[src/rtl/noc_pkg.sv]
// -----------------------------------------------------------------------------
// noc_pkg
// Shared NoC router definitions used by the output-port arbiters and the
// per-input routing switches.
//   NOC_PORTS            number of router directions (N, E, S, W, Local)
//   DIR_*                direction indices
//   POS_WIDTH            width of one destination coordinate in the flit header
//   dest_x_lsb/dest_y_lsb  header field positions for a given flit width;
//                        dest {x,y} occupies the top 2*POS_WIDTH bits
//   rr_next              round-robin pointer advance with 4 -> 0 wrap
// -----------------------------------------------------------------------------
package noc_pkg;

  localparam int NOC_PORTS = 5;

  localparam int DIR_NORTH = 0;
  localparam int DIR_EAST  = 1;
  localparam int DIR_SOUTH = 2;
  localparam int DIR_WEST  = 3;
  localparam int DIR_LOCAL = 4;

  localparam int POS_WIDTH = 4;

  // dest_y sits in the topmost POS_WIDTH bits, dest_x directly below it.
  function automatic int dest_y_lsb(input int data_w);
    return data_w - POS_WIDTH;
  endfunction

  function automatic int dest_x_lsb(input int data_w);
    return data_w - 2 * POS_WIDTH;
  endfunction

  function automatic logic [2:0] rr_next(input logic [2:0] idx);
    return (idx == 3'(NOC_PORTS - 1)) ? 3'd0 : idx + 3'd1;
  endfunction

endpackage

[src/rtl/noc_rr_arbiter5.sv]
// -----------------------------------------------------------------------------
// noc_rr_arbiter5
// Combinational 5-way round-robin pick: the first set request bit at or after
// the pointer position, wrapping 4 -> 0.
// Ports:
//   i_req    [4:0]  request vector
//   i_ptr    [2:0]  highest-priority position (0..4)
//   o_grant  [4:0]  one-hot grant, zero when no request
//   o_idx    [2:0]  index of the granted bit (0 when no request)
// -----------------------------------------------------------------------------
module noc_rr_arbiter5
  import noc_pkg::*;
(
  input  logic [NOC_PORTS-1:0] i_req,
  input  logic [2:0]           i_ptr,
  output logic [NOC_PORTS-1:0] o_grant,
  output logic [2:0]           o_idx
);

  logic [3:0] w_pos;
  logic       w_found;

  always_comb begin
    o_grant = '0;
    o_idx   = '0;
    w_found = 1'b0;
    w_pos   = '0;
    for (int k = 0; k < NOC_PORTS; k++) begin
      // Walk positions ptr, ptr+1, ... modulo 5.
      w_pos = {1'b0, i_ptr} + 4'(k);
      if (w_pos >= 4'(NOC_PORTS)) begin
        w_pos = w_pos - 4'(NOC_PORTS);
      end
      if (!w_found && i_req[w_pos[2:0]]) begin
        w_found            = 1'b1;
        o_grant[w_pos[2:0]] = 1'b1;
        o_idx              = w_pos[2:0];
      end
    end
  end

endmodule

[src/rtl/noc_outport_arbiter.sv]
// -----------------------------------------------------------------------------
// noc_outport_arbiter
// Output side of one router direction. Picks one of the flits held by the five
// input switches for this direction each cycle (round-robin), writes it to the
// neighbour's input FIFO and returns a one-cycle clear pulse to the source.
// Ports:
//   clk, rst     clock; synchronous active-high reset
//   req_data     [NUM_IN][DATA_WIDTH] held flit of each input switch
//   req_valid    [NUM_IN] switch i holds a flit for this direction
//   clear        [NUM_IN] one-cycle consume pulse to the granted switch
//   data_out     [DATA_WIDTH] flit to downstream FIFO write port
//   data_valid   one-cycle write strobe
//   port_busy    downstream FIFO full; blocks new grants
//   flit_count   [31:0] writes issued, saturating (OUTPORT_STATS_EN only)
//   stall_count  [31:0] cycles with pending requests blocked by port_busy,
//                saturating (OUTPORT_STATS_EN only)
// Build option: define OUTPORT_STATS_EN to add the two statistics counters.
// -----------------------------------------------------------------------------
module noc_outport_arbiter
  import noc_pkg::*;
#(
  parameter int DATA_WIDTH = 288,
  parameter int NUM_IN     = 5,
  parameter int DIR        = 0
) (
  input  logic                             clk,
  input  logic                             rst,
  input  logic [NUM_IN-1:0][DATA_WIDTH-1:0] req_data,
  input  logic [NUM_IN-1:0]                req_valid,
  output logic [NUM_IN-1:0]                clear,
  output logic [DATA_WIDTH-1:0]            data_out,
  output logic                             data_valid,
  input  logic                             port_busy
`ifdef OUTPORT_STATS_EN
  ,
  output logic [31:0]                      flit_count,
  output logic [31:0]                      stall_count
`endif
);

  if (NUM_IN != NOC_PORTS || DIR < 0 || DIR >= NOC_PORTS) begin : g_bad_cfg
    $error("noc_outport_arbiter: NUM_IN must be 5 and DIR in 0..4");
  end

  logic [NUM_IN-1:0]     r_clear;
  logic [DATA_WIDTH-1:0] r_data;
  logic                  r_valid;
  logic [2:0]            r_ptr;

  logic [NUM_IN-1:0]     w_elig;
  logic [NUM_IN-1:0]     w_grant;
  logic [2:0]            w_idx;
  logic                  w_take;

  // A switch being cleared this cycle still shows valid until its own
  // register updates; masking it prevents a double grant of the same flit.
  assign w_elig = req_valid & ~r_clear;
  assign w_take = ~port_busy & (|w_elig);

  noc_rr_arbiter5 u_rr (
    .i_req   (w_elig),
    .i_ptr   (r_ptr),
    .o_grant (w_grant),
    .o_idx   (w_idx)
  );

  // Grant stage -> link/clear registers
  always_ff @(posedge clk) begin
    if (rst) begin
      r_clear <= '0;
      r_data  <= '0;
      r_valid <= 1'b0;
      r_ptr   <= '0;
    end else if (w_take) begin
      r_data  <= req_data[w_idx];
      r_valid <= 1'b1;
      r_clear <= w_grant;
      r_ptr   <= rr_next(w_idx);
    end else begin
      r_valid <= 1'b0;
      r_clear <= '0;
    end
  end

  assign clear      = r_clear;
  assign data_out   = r_data;
  assign data_valid = r_valid;

`ifdef OUTPORT_STATS_EN
  function automatic logic [31:0] sat_inc32(input logic [31:0] v);
    return (v == 32'hFFFF_FFFF) ? v : v + 32'd1;
  endfunction

  logic [31:0] r_flit_cnt;
  logic [31:0] r_stall_cnt;

  always_ff @(posedge clk) begin
    if (rst) begin
      r_flit_cnt  <= '0;
      r_stall_cnt <= '0;
    end else begin
      if (r_valid) begin
        r_flit_cnt <= sat_inc32(r_flit_cnt);
      end
      if (port_busy && (|w_elig)) begin
        r_stall_cnt <= sat_inc32(r_stall_cnt);
      end
    end
  end

  assign flit_count  = r_flit_cnt;
  assign stall_count = r_stall_cnt;
`endif

endmodule
[config.mk]
export PLATFORM = sky130hd
export DESIGN_NAME = noc_outport_arbiter
export DESIGN_NICKNAME = d
export VERILOG_FILES = /design/src/rtl/noc_pkg.sv /design/src/rtl/noc_rr_arbiter5.sv /design/src/rtl/noc_outport_arbiter.sv
export SDC_FILE = /design/constraint.sdc
export NUM_CORES = 2
export LEC_CHECK = 0
export CAP_MARGIN = 0
export CORE_AREA = 2 2 675 677
export CTS_BUF_LIST = sky130_fd_sc_hd__clkbuf_4 sky130_fd_sc_hd__clkbuf_8
export CTS_CLUSTER_DIAMETER = 200
export CTS_CLUSTER_SIZE = 30
export DETAILED_ROUTE_END_ITERATION = 8
export DIE_AREA = 0 0 677 679
export PLACE_DENSITY = 0.3
export SLEW_MARGIN = 20
export SYNTH_ARGS = -nofsm -noshare
export SYNTH_HDL_FRONTEND = slang
export SYNTH_SLANG_ARGS = --single-unit
[constraint.sdc]
create_clock -name clk -period 5.1 [get_ports clk]
set_input_delay 0.765 -clock clk [delete_from_list [all_inputs] [get_ports clk]]
set_output_delay 0.765 -clock clk [all_outputs]
set_load 0.01 [all_outputs]
==> out/qor.csv <==
metric,value,unit
status,"finished, final reports clean",
routability cong.,0.9926,
"wirelength, routed",430100,microns
sequential fraction of the synthesis area,0.2166,
Fin. Hold Viols,0,
grt met3 use,0.08344,
initial antenna violation count,479,
core area,451800,sq um
Antenna Nets Post-Route,0,
Area Growth Syn to Fin,103.6,%
DR pass1 iterations,5,
WP data required,5860,ps
Starting Density,0.06074,
chip height,679,microns
Setup-failing EPs final,0,
TritonCTS Buffers,20,
maxcap violations,0,
CTS tree,built,
standard-cell row count,247,
startpoint types,flip-flop,
"Net Count, Synth",4673,
Crit Reg-Reg Endpoint,data_out[51]$_SDFFE_PP0P_,
final instance area,55890,sq um
DR iter-0 viols,2970,
Clock transition at path regs,210,ps
clock tree buffer depth,3,
GRT Total Usage,0.1790,
Placed Instances,10950,
HP Start,req_data[382],
critical-path maximum fanout,11,
Hold EP,data_out[94]$_SDFFE_PP0P_,
post-cts sizing count,2,
Root Buffer,clkbuf_8,
critical path endpoint category,flip-flop,
Final WS setup,177.5,ps
global-route wire length before repair,522500,microns
Die Width,677,microns
Worst Reg2Reg Path Length in Cells,16,
CTS Hold Bufs,0,
via count,38840,
GR Util met2,0.3211,
"EDFF count, synth",0,
largest net degree at the start of global routing,97,
hold_ws,469.0,ps
r2r setup slk,180,ps
RSZ-0062 raised after global routing,no,
setup TNS,0,ps
#FFs+latches synth,297,
min cycle time layout,4922,ps
# H-tree levels,1,
share of layout cells above drive strength 1,0.1929,
Placement Cell Area,55030,sq um
Most used DFF post-synth,dfxtp_1,
Fin Clk Skew,43.91,ps
Leakage,19.96,nW
GR Overflow Total,0,
P per Cell Area,812.5,nW/um^2
DP Worst Slack,-185.2,ps
Cell variety after synth,71,
Post-Syn Area,27450,sq um
Worst VDD drop,0.7090,mV
Crit Path Class,flip-flop to flip-flop,
via/cell ratio,3.499,
PortBufs,1741,
total clock sinks,297,
Die Area,459700,sq um
DR WL/cell,38.75,microns
Post-Synthesis Cells,3214,
Worst-Skew Late Latency,900,ps
GR Util met1,0.1899,
fin nets,6452,
post-route clock period utilization,0.9652,
Final Non-Filler Cells,11100,
Syn. warnings,0,
Worst slew margin,0.3080,
number of global-route vias before repair,38200,
fin. max-slew vios,0,
"Arr. time, crit path",5680,ps
asr flop ratio synth,0,
Top Ports,1742,
HPWL Detailed,378200,microns
CP Launch Point,r_ptr[0]$_SDFFE_PP0P_,
Hold Path Depth,3,
# DRC,0,
Worst-Margin Slew,1038,ps
syn_area_per_cell,8.539,sq um
max frequency,203.2,MHz
Top Usage Layer GRT,met2,
reg2reg start,r_ptr[0]$_SDFFE_PP0P_,
post-CTS setup buffer count,0,
HP Class,input port to flip-flop,
final cells by class:
| class | instances | area, sq um |
|---|---|---|
| Antenna cell | 117 | 292.8 |
| Clock buffer | 22 | 302.8 |
| Clock inverter | 14 | 235.2 |
| Fill cell | 51710 | 395900 |
| Inverter | 12 | 45.04 |
| Multi-Input combinational cell | 2511 | 19710 |
| Sequential cell | 297 | 5948 |
| Tap cell | 5976 | 7477 |
| Timing Repair Buffer | 2151 | 21880 |
power by group:
part,internal (W),leakage (nW),switching [W]
clock network,0.000536,0.270,0.00148
registers,0.00326,2.47,0.000725
logic,0.0169,17.2,0.0225
registers in the layout, summed over array words and instances (netlist names):
| register | count |
|---|---|
| data_valid | 1 |
| data_out | 288 |
| r_ptr | 3 |
| clear | 5 |
cells in the final DEF, fill, tap and decap left out, drive strengths merged, types with 4 or more instances in the layout:
cell	n
buf	413
nor2b	10
o211ai	4
clkbuf	22
and3	4
a41o	288
nand3	296
mux2i	291
clkdlybuf4s50	1738
ha	10
nand2	595
dfxtp	297
a21oi	15
or4	4
nor2	20
nand3b	4
and2	4
nand2b	6
o22ai	4
clkinv	6
o21ai	12
diode	117
inv	19
nor3	9
or3b	4
o21bai	288
o21a	4
nor4	4
o21ba	287
nand4	5
a221oi	289
worst max-delay path by stage:
stage / end / cells after the start
floorplan: r_ptr[1]$_SDFFE_PP0P_ / 19
global placement: data_out[52]$_SDFFE_PP0P_ / 14
detailed placement: data_out[51]$_SDFFE_PP0P_ / 14
CTS: data_out[50]$_SDFFE_PP0P_ / 16
global route: data_out[51]$_SDFFE_PP0P_ / 16
finish: data_out[51]$_SDFFE_PP0P_ / 16
through the flow:
step / utilization / total power, W
2_1_floorplan: - / 0.02407
3_3_place_gp: 0.1218 / 0.04417
3_5_place_dp: 0.1218 / 0.04409
4_1_cts: 0.1230 / 0.04637
5_1_grt: 0.1233 / 0.04795
6_report: 0.1237 / 0.04541
worst max-delay path: stages, from the launching register on:
cell and delay, ps:
dfxtp_1 480, inv_1 220, ha_1 310, ha_2 510
inv_1 120, a31oi_1 290, nor3_1 160, a211o_1 320
or4_1 510, buf_4 180, o211a_4 220, nor2_8 230
buf_12 210, buf_4 220, mux2i_2 440, buf_4 190
a221oi_2 50
Yosys cell counts, drive strengths merged, types with 2 or more instances:
cell type  instances  area (sq um)
a311oi             3         26.28
o22ai              4         25.02
o221ai             3         26.28
a211o              3         26.28
and2               4         25.02
a311o              2         20.02
mux2               2         22.52
a31oi              2         12.51
o211ai             4         30.03
and3b              3         26.28
clkbuf           268          1007
o21a               4         30.03
nand4              5         31.28
or3b               4         35.03
o32ai              2         17.52
dfxtp            297          5946
a21oi             15         75.07
or2                3         18.77
nor2              20         93.84
nand3b             4         30.03
nor4               4         25.02
o21ai             12         60.06
nor3               9         45.04
buf              126         839.6
inv               12         45.04
nand2b             6         37.54
xnor2              3         26.28
nor2b             10         62.56
o21ba            287          2873
nand2            595          2233
a32o               3         30.03
ha                10         125.1
o21bai           288          2162
a221oi           289          3770
nor3b              2         15.01
a41o             288          2883
a21o               3         22.52
or4                4         30.03
mux2i            291          2925
nand3            296          1481
and3               4         25.02
logic make-up after synthesis:
| kind of cell | after synthesis | share of synthesized area |
|---|---|---|
| AOI/OAI and AO/OA | 1226 | 0.4450 |
| xor gates and xnor gates | 4 | 0.001277 |
| adders and majority gates | 11 | 0.005288 |
| buffers and inverters | 406 | 0.06893 |
| DFF | 297 | 0.2166 |
| muxes | 294 | 0.1082 |
| and+or+nand+nor | 976 | 0.1546 |
routing by layer:
layer | routed length [microns] | part of all wire
met2 | 211700 | 0.49
met4 | 14420 | 0.034
met5 | 1767 | 0.0041
met3 | 46480 | 0.11
met1 | 155700 | 0.36
(Power assumes the default switching activity.)
